<file path="src/rtl/riscoffee_csr_ctrl.sv">
// riscoffee_csr_ctrl
// Initiator side of the CSR file port. Accepts one decoded Zicsr instruction,
// reads the addressed CSR (the CSR file has a registered read port), then in
// the write-back cycle returns the old value for rd and issues at most one
// WRITE/SET/CLEAR strobe. Illegal accesses complete with ILLEGAL and no side
// effects.
//
// Handshake: a request transfers on a rising edge where VALID && READY are
// both high. READY is high only in IDLE; the requester keeps VALID and all
// request fields stable until that edge. Request inputs are ignored at all
// other times. DONE is a single-cycle pulse two cycles after the transfer;
// ILLEGAL, RD_WE, RD_IDX_O and RD_DATA are meaningful only while DONE is high.
module riscoffee_csr_ctrl #(
    parameter int DATA_WIDTH = 32,
    parameter int ADDR_WIDTH = 12
) (
    input  logic                  CLK,
    input  logic                  RST,
    input  logic                  VALID,
    output logic                  READY,
    input  logic [2:0]            FUNCT3,
    input  logic [ADDR_WIDTH-1:0] ADDR,
    input  logic [DATA_WIDTH-1:0] RS1_DATA,
    input  logic [4:0]            RS1_IDX,
    input  logic [4:0]            RD_IDX,
    input  logic [1:0]            PRIV,
    output logic                  CSR_WRITE,
    output logic                  CSR_SET,
    output logic                  CSR_CLEAR,
    output logic [ADDR_WIDTH-1:0] CSR_ADDR,
    output logic [DATA_WIDTH-1:0] CSR_DATA_IN,
    input  logic [DATA_WIDTH-1:0] CSR_DATA_OUT,
    output logic                  DONE,
    output logic                  ILLEGAL,
    output logic                  RD_WE,
    output logic [4:0]            RD_IDX_O,
    output logic [DATA_WIDTH-1:0] RD_DATA,
    output logic [1:0]            DBG_STATE
);

    typedef enum logic [1:0] {
        S_IDLE = 2'd0,
        S_RD   = 2'd1,
        S_WB   = 2'd2
    } state_e;

    state_e                  state_q, state_d;
    logic [2:0]              funct3_q, funct3_d;
    logic [ADDR_WIDTH-1:0]   addr_q, addr_d;
    logic [4:0]              rs1_idx_q, rs1_idx_d;
    logic [4:0]              rd_idx_q, rd_idx_d;
    logic [1:0]              priv_q, priv_d;
    logic [DATA_WIDTH-1:0]   operand_q, operand_d;

    // Decoded view of the latched instruction.
    logic write_issue;
    logic bad_funct3;
    logic priv_fault;
    logic ro_fault;
    logic illegal;
    logic wb_active;
    logic legal_write;

    // State and latched request fields; reset clears everything.
    always_ff @(posedge CLK) begin
        if (RST) begin
            state_q   <= S_IDLE;
            funct3_q  <= '0;
            addr_q    <= '0;
            rs1_idx_q <= '0;
            rd_idx_q  <= '0;
            priv_q    <= '0;
            operand_q <= '0;
        end else begin
            state_q   <= state_d;
            funct3_q  <= funct3_d;
            addr_q    <= addr_d;
            rs1_idx_q <= rs1_idx_d;
            rd_idx_q  <= rd_idx_d;
            priv_q    <= priv_d;
            operand_q <= operand_d;
        end
    end

    // Next state and request capture: fields are only sampled on acceptance.
    always_comb begin
        state_d   = state_q;
        funct3_d  = funct3_q;
        addr_d    = addr_q;
        rs1_idx_d = rs1_idx_q;
        rd_idx_d  = rd_idx_q;
        priv_d    = priv_q;
        operand_d = operand_q;
        case (state_q)
            S_IDLE: begin
                if (VALID) begin
                    funct3_d  = FUNCT3;
                    addr_d    = ADDR;
                    rs1_idx_d = RS1_IDX;
                    rd_idx_d  = RD_IDX;
                    priv_d    = PRIV;
                    // Immediate forms use the rs1 field as a zero-extended zimm.
                    operand_d = FUNCT3[2] ? {{(DATA_WIDTH-5){1'b0}}, RS1_IDX}
                                          : RS1_DATA;
                    state_d   = S_RD;
                end
            end
            S_RD:    state_d = S_WB;
            S_WB:    state_d = S_IDLE;
            default: state_d = S_IDLE;
        endcase
    end

    // Legality: RW/RWI always write; set/clear forms write only with a nonzero
    // rs1/zimm field, so a read-only CSR can still be read through them.
    always_comb begin
        write_issue = (funct3_q[1:0] == 2'b01) || (rs1_idx_q != 5'd0);
        bad_funct3  = (funct3_q[1:0] == 2'b00);
        priv_fault  = (addr_q[9:8] > priv_q);
        ro_fault    = (addr_q[11:10] == 2'b11) && write_issue;
        illegal     = bad_funct3 || priv_fault || ro_fault;
    end

    // Port outputs; all side-effecting pulses are suppressed while RST is high
    // so an access aborted by reset never updates the CSR file or rd.
    always_comb begin
        wb_active   = (state_q == S_WB) && !RST;
        legal_write = wb_active && !illegal && write_issue;

        READY       = (state_q == S_IDLE);
        DONE        = wb_active;
        ILLEGAL     = wb_active && illegal;
        RD_WE       = wb_active && !illegal && (rd_idx_q != 5'd0);
        CSR_WRITE   = legal_write && (funct3_q[1:0] == 2'b01);
        CSR_SET     = legal_write && (funct3_q[1:0] == 2'b10);
        CSR_CLEAR   = legal_write && (funct3_q[1:0] == 2'b11);

        CSR_ADDR    = '0;
        CSR_DATA_IN = '0;
        RD_DATA     = '0;
        RD_IDX_O    = '0;
        if (state_q != S_IDLE) begin
            CSR_ADDR = addr_q;
        end
        if (state_q == S_WB) begin
            // The registered read data is the pre-update value this cycle.
            CSR_DATA_IN = operand_q;
            RD_DATA     = CSR_DATA_OUT;
            RD_IDX_O    = rd_idx_q;
        end

        DBG_STATE   = state_q;
    end

endmodule

</file>
<file path="config.mk">
export PLATFORM = sky130hd
export DESIGN_NAME = riscoffee_csr_ctrl
export DESIGN_NICKNAME = d
export VERILOG_FILES = /design/src/rtl/riscoffee_csr_ctrl.sv
export SDC_FILE = /design/constraint.sdc
export NUM_CORES = 1
export LEC_CHECK = 0
export BUFFER_PORTS_ARGS = -buffer_cell sky130_fd_sc_hd__buf_2
export CAP_MARGIN = 20
export CORE_MARGIN = 2
export CORE_UTILIZATION = 42
export DETAILED_ROUTE_END_ITERATION = 10
export PLACE_DENSITY = 0.8
export RECOVER_POWER = 100
export SETUP_SLACK_MARGIN = 0.4
export SLEW_MARGIN = 20
export SYNTH_ARGS = -nofsm -noshare
export SYNTH_HDL_FRONTEND = slang
export SYNTH_SLANG_ARGS = --single-unit
</file>
<file path="constraint.sdc">
create_clock -name CLK -period 2.11 [get_ports CLK]
set_clock_uncertainty 0.1 [all_clocks]
set_input_delay 0.422 -clock CLK [delete_from_list [all_inputs] [get_ports CLK]]
set_output_delay 0.422 -clock CLK [all_outputs]
set_load 0.02 [all_outputs]
</file>
# After elaboration in Yosys (flattened, before gate mapping)

Index checks and enable logic that the tools add are counted.

Bits in registers: 60
Input port bits: 94
Output and inout bits: 90

Order comparisons: 1
Equality and inequality tests: 7
Multiplexer cells: 7
Reduce and logical (&&, ||, !) cells: 20

Operators with widths:

| operator                                                               | number |
|---|---|
| 32-bit two-way mux                                                     | 3 |
| 12-bit two-way mux                                                     | 1 |
| 5-bit nonzero test                                                     | 2 |
| 1-bit logical AND                                                      | 9 |
| 2-bit equality test (second input constant)                            | 4 |
| 5-bit two-way mux                                                      | 1 |
| 2-bit by 1-bit equality test with 1-bit output (second input constant) | 2 |
| 2-bit zero test                                                        | 2 |
| 2-bit case mux with 2 select lines                                     | 1 |
| 1-bit logical OR                                                       | 3 |
| 2-bit greater-than comparator                                          | 1 |
| 1-bit zero test                                                        | 2 |
| 2-bit two-way mux                                                      | 1 |
| 2-bit inequality test (second input constant)                          | 1 |
| 2-bit AND reduction                                                    | 1 |
| 2-bit nonzero test                                                     | 1 |

# Logic depth before layout (Yosys ltp)

Word-level depth: 8
Gate-level depth with buffers: 6

# Worst setup path after synthesis

OpenSTA, ideal clock, no wires.

Path type: register -> output
Start point: reg state_q[1], in the netlist DBG_STATE[1]
End point: out RD_WE
Arrival time: 1.770 ns
Required time: 1.588 ns
Setup slack: -0.182 ns
Cell stages (with the launch flop): 4
Cell sequence: dfxtp_1 and2b_2 and2b_1 nor4b_1

Word-level cells in the longest chain between the ends: 4

Ends and longest elaborated chain:

| item                           | line | source |
|---|---|---|
| from (decl)                    | 47   | `state_e state_q, state_d;` |
| from (signal assigned)         | 75   | `state_q <= state_d;` |
| 2-bit equality test            | 127  | `wb_active = (state_q == S_WB) && !RST;` |
| 1-bit logical AND              | 127  |  |
| named net DONE                 | 33   | `output logic DONE,` |
| 1-bit logical AND (2 in a row) | 133  | `RD_WE = wb_active && !illegal && (rd_idx_q != 5'd0);` |
| to (decl)                      | 35   | `output logic RD_WE,` |

The timed path passes the listed nets, and every way through them passes these cells.

# Final worst setup path

Start point: reg priv_q[1]
End point: out RD_WE

Word-level cells in the longest chain between the ends: 6

Ends and longest elaborated chain:

| item                           | line | source |
|---|---|---|
| from (decl)                    | 52   | `logic [1:0] priv_q, priv_d;` |
| from (signal assigned)         | 80   | `priv_q <= priv_d;` |
| 2-bit greater-than comparator  | 119  | `priv_fault = (addr_q[9:8] > priv_q);` |
| 1-bit logical OR (2 in a row)  | 121  | `illegal = bad_funct3 \|\| priv_fault \|\| ro_fault;` |
| 1-bit zero test                | 133  |  |
| 1-bit logical AND (2 in a row) | 133  |  |

No other way between the ends.

==> impl_summary.txt <==
----------------------------------------------------
[Critical path]
  CP max stage delay ... 0.34 ns
  Critical path type ... register to output pin
  Critical-path cell with the highest stage delay ... dfxtp_2
  Setup crit end kind ... output pin
  Start of the worst register-to-register path ... DBG_STATE[0]
  Arrival time at the worst endpoint ... 1.80 ns
  Crit path launch type ... register
  Flop2flop setup slack ... -0.08 ns
  FF-to-FF path depth ... 10
  Cell with the most instances on the worst path ... o21ai_4
  Required time reported for the critical path endpoint ... 1.59 ns
  Crit-path cells ... inv_2 -> ha_4 -> nor2b_4 -> o21ai_4 -> o21ai_4 -> nor4b_4 -> buf_4
  Max FO, Critical Path ... 2
  Endpoint of the worst register-to-register path ... operand_q[0]

[Finish]
  Non-Filler Cell Area, Final ... 5694 um2
  Fraction of final layout cells sized beyond drive strength 1 ... 66.12%
  Most used cells in the layout excluding fill and tap cells ... buf_2 (92), buf_6 (87), and2_4 (70)
  Count of nets after finishing ... 637
  N_diodes ... 0
  Final Non-Filler Cells ... 623
  Most common library cell in the layout ignoring fill and taps ... buf_2
  Growth of design area from synthesis to finish ... 106.8%

[Clock network]
  Cell at the root of the clock tree ... clkbuf_8
  Number of hold buffers added after CTS ... 0
  Number of buffers created by CTS ... 9
  H-tree levels ... 3
  Source-to-sink clock delay at the later pin of the worst-skew pair ... 0.34 ns
  TritonCTS clock tree ... done
  Sinks on Clock Net ... 60
  Clock buffer depth ... 2
  Clock edge transition at the registers on the reported setup and hold paths ... 0.08 ns

[Power and ir drop]
  Pwr per Cell Area ... 554.8 nW/um2
  Standby leakage power ... 0.002622 uW
  Peak ir drop on the vdd network ... 0.0005956 V

[STA]
  Setup repair after global routing missed its margin ... yes
  Tmin final ... 2.319 ns
  Hold violation total from the final report ... 0
  Crit share post-route ... 109.9%
  Maximum clock frequency ... 431.2 MHz
  Remaining max-slew budget at the tightest pin ... 47.71%
  Final setup slack of the worst path ... -0.2094 ns
  Number of failing setup endpoints in the final timing report ... 86
  Final max-slew violation count ... 0
  Slew at the pin closest to its max-slew limit ... 0.7843 ns

[GRT]
  Antenna violations before repair ... 0
  Maximum number of pins on one net before global-route repair ... 34
  Number of global-route vias before repair ... 3397
  GRT Resource Usage Total ... 33.79%
  Wire length of the first global-routing pass ... 18.77 mm
  Remaining global-route overflow ... 0

[Status]
  Status ... finished with violations
  Violated checks ... setup timing

[Route]
  DRC violations left ... 0
  Initial DRC count ... 168
  Iteration count of the initial detailed-routing pass ... 5
  Via count ... 3481
  Final routed wirelength across all metal layers ... 13.49 mm
  Routed length per instance ... 21.65 um
  Residual antenna-violating net count after detailed routing ... 0
  DR vias/cell ... 5.587

[Synthesis]
  Async S/R FF share, synth ... 0%
  Net count after synthesis ... 413
  Dominant synthesized flop cell ... dfxtp_1
  Part of the Yosys area used for sequential elements ... 43.62%
  Count of state elements after synthesis ... 60
  Post-synthesis instance total ... 317
  Number of distinct standard cells referenced by the synthesized netlist ... 34
  YS warnings ... 0
  Number of synthesized flops with an enable pin ... 0
  Average cell area after synthesis ... 8.687 um2
  Netlist area before placement ... 2754 um2

[Min path]
  Endpoint of the worst hold path ... operand_q[16]
  Worst Hold Path Cells ... 2
  Hold Crit Class ... input pin to register
  Hold Crit Start ... RS1_DATA[16]

[Placement]
  Cell Count Post-Placement ... 562
  PortBufs ... 183
  Total cell area at the placement stage ... 3765 um2
  HPWL after DPL ... 5.532 mm
  Final weighted congestion in routability-driven placement ... 0.7832

[Floorplanning]
  Die ar. ... 7221 um2
  Boundary Pins ... 184
  Core footprint ... 6350 um2
  Initial Utilization ... 43.37%
  Vertical die dimension ... 84.98 um
  Floorplan die width ... 84.98 um
  Placement row count ... 29

[Job]
  Max Cap Violations ... 0

----------------------------------------------------
-- sequential cells by signal, summed over array words and instances (netlist names) --
name,count
operand_q,32
DBG_STATE,2
rs1_idx_q,5
rd_idx_q,5
addr_q,12
priv_q,2
funct3_q,2
-- repair_timing --
item | CTS | global route
resized for setup | 276 | 50
pin swaps | 92 | 32
setup buffers | 22 | 6
setup endpoints to repair | 115 | 133
gates cloned | 16 | 1
-- report_power, final --
group | switching [uW] | internal [uW] | total [uW]
clock | 473 | 692 | 1170
combinational | 369 | 384 | 752
sequential | 45.9 | 1200 | 1240
-- critical path, delay by kind of cell, from the launching register on --
family                     cells  cell delay (ns)
buffers and inverters          2             0.24
and+or+nand+nor                2             0.35
AOI/OAI and AO/OA              2             0.32
adders and majority gates      1             0.21
DFF                            1             0.34
-- area by class of cell --
cell class              count  area [um2]
clock buffers              11       141.4
clock inverters             5       75.07
fillers                   277       655.6
inverters                   2       7.507
multi-input cells         237        1878
flip-flops and latches     60        1207
well taps                  77       96.34
repair buffers            231        2288
-- synth_stat cells (3+ instances only) --
master / instances / area share, %
and2_1: 69 / 16
dfxtp_1: 60 / 44
nand2_1: 56 / 7.6
a22o_1: 27 / 8.6
a21oi_1: 26 / 4.7
nor2b_1: 12 / 2.7
clkbuf_1: 11 / 1.5
nor2_1: 11 / 1.5
a211oi_1: 5 / 1.4
mux2i_1: 5 / 1.8
buf_6: 4 / 1.6
buf_4: 3 / 0.82
-- kinds of logic (layout without fill, tap and decap cells) --
kind of cell               after synthesis  count (layout)  share of synthesized area, %
and+or+nand+nor                        162             167                         32.21
AOI/OAI and AO/OA                       63              63                         15.86
muxes                                    5               5                         1.817
adders and majority gates                2               2                        0.9085
buffers and inverters                   25             249                         5.588
DFF                                     60              60                         43.62
-- metrics by stage --
step | total power (uW) | hold slack [ns] | TNS, ns | util, % | setup slack [ns]
4_1_cts | 3032 | 0.1838 | -1.698 | 85.60 | -0.2299
3_3_place_gp | 1649 | 0.3378 | 0 | 59.29 | 0.1023
2_1_floorplan | 1509 | 0.3318 | 0 | - | 0.2301
5_1_grt | 3241 | 0.1888 | -10.25 | 89.67 | -0.2653
6_report | 3159 | 0.1883 | -5.921 | 89.67 | -0.2094
3_5_place_dp | 1657 | 0.3450 | 0 | 59.29 | 0.06620
-- how the worst max path moves through the flow --
stage                          to  cells past startpoint  slack [ns]      start
after floorplan             RD_WE                      6        0.23  priv_q[1]
after global placement    CSR_SET                      7        0.10  priv_q[1]
after detailed placement    RD_WE                      7        0.07  priv_q[1]
after CTS                   RD_WE                      7       -0.23  priv_q[1]
after global routing      CSR_SET                      7       -0.27  priv_q[1]
final                       RD_WE                      7       -0.21  priv_q[1]
-- metal layers --
metal / vias to the layer above / wire length [um] / GRT usage, % / share of wire (%)
li1: 1519 / - / - / -
met4: 0 / 563 / 14.72 / 4.2
met3: 54 / 1044 / 7.490 / 7.7
met2: 243 / 7053 / 60.16 / 52
met5: - / 0 / 0 / 0
met1: 1665 / 4829 / 38.66 / 36
No activity file was read; power rests on OpenSTA's default activity.
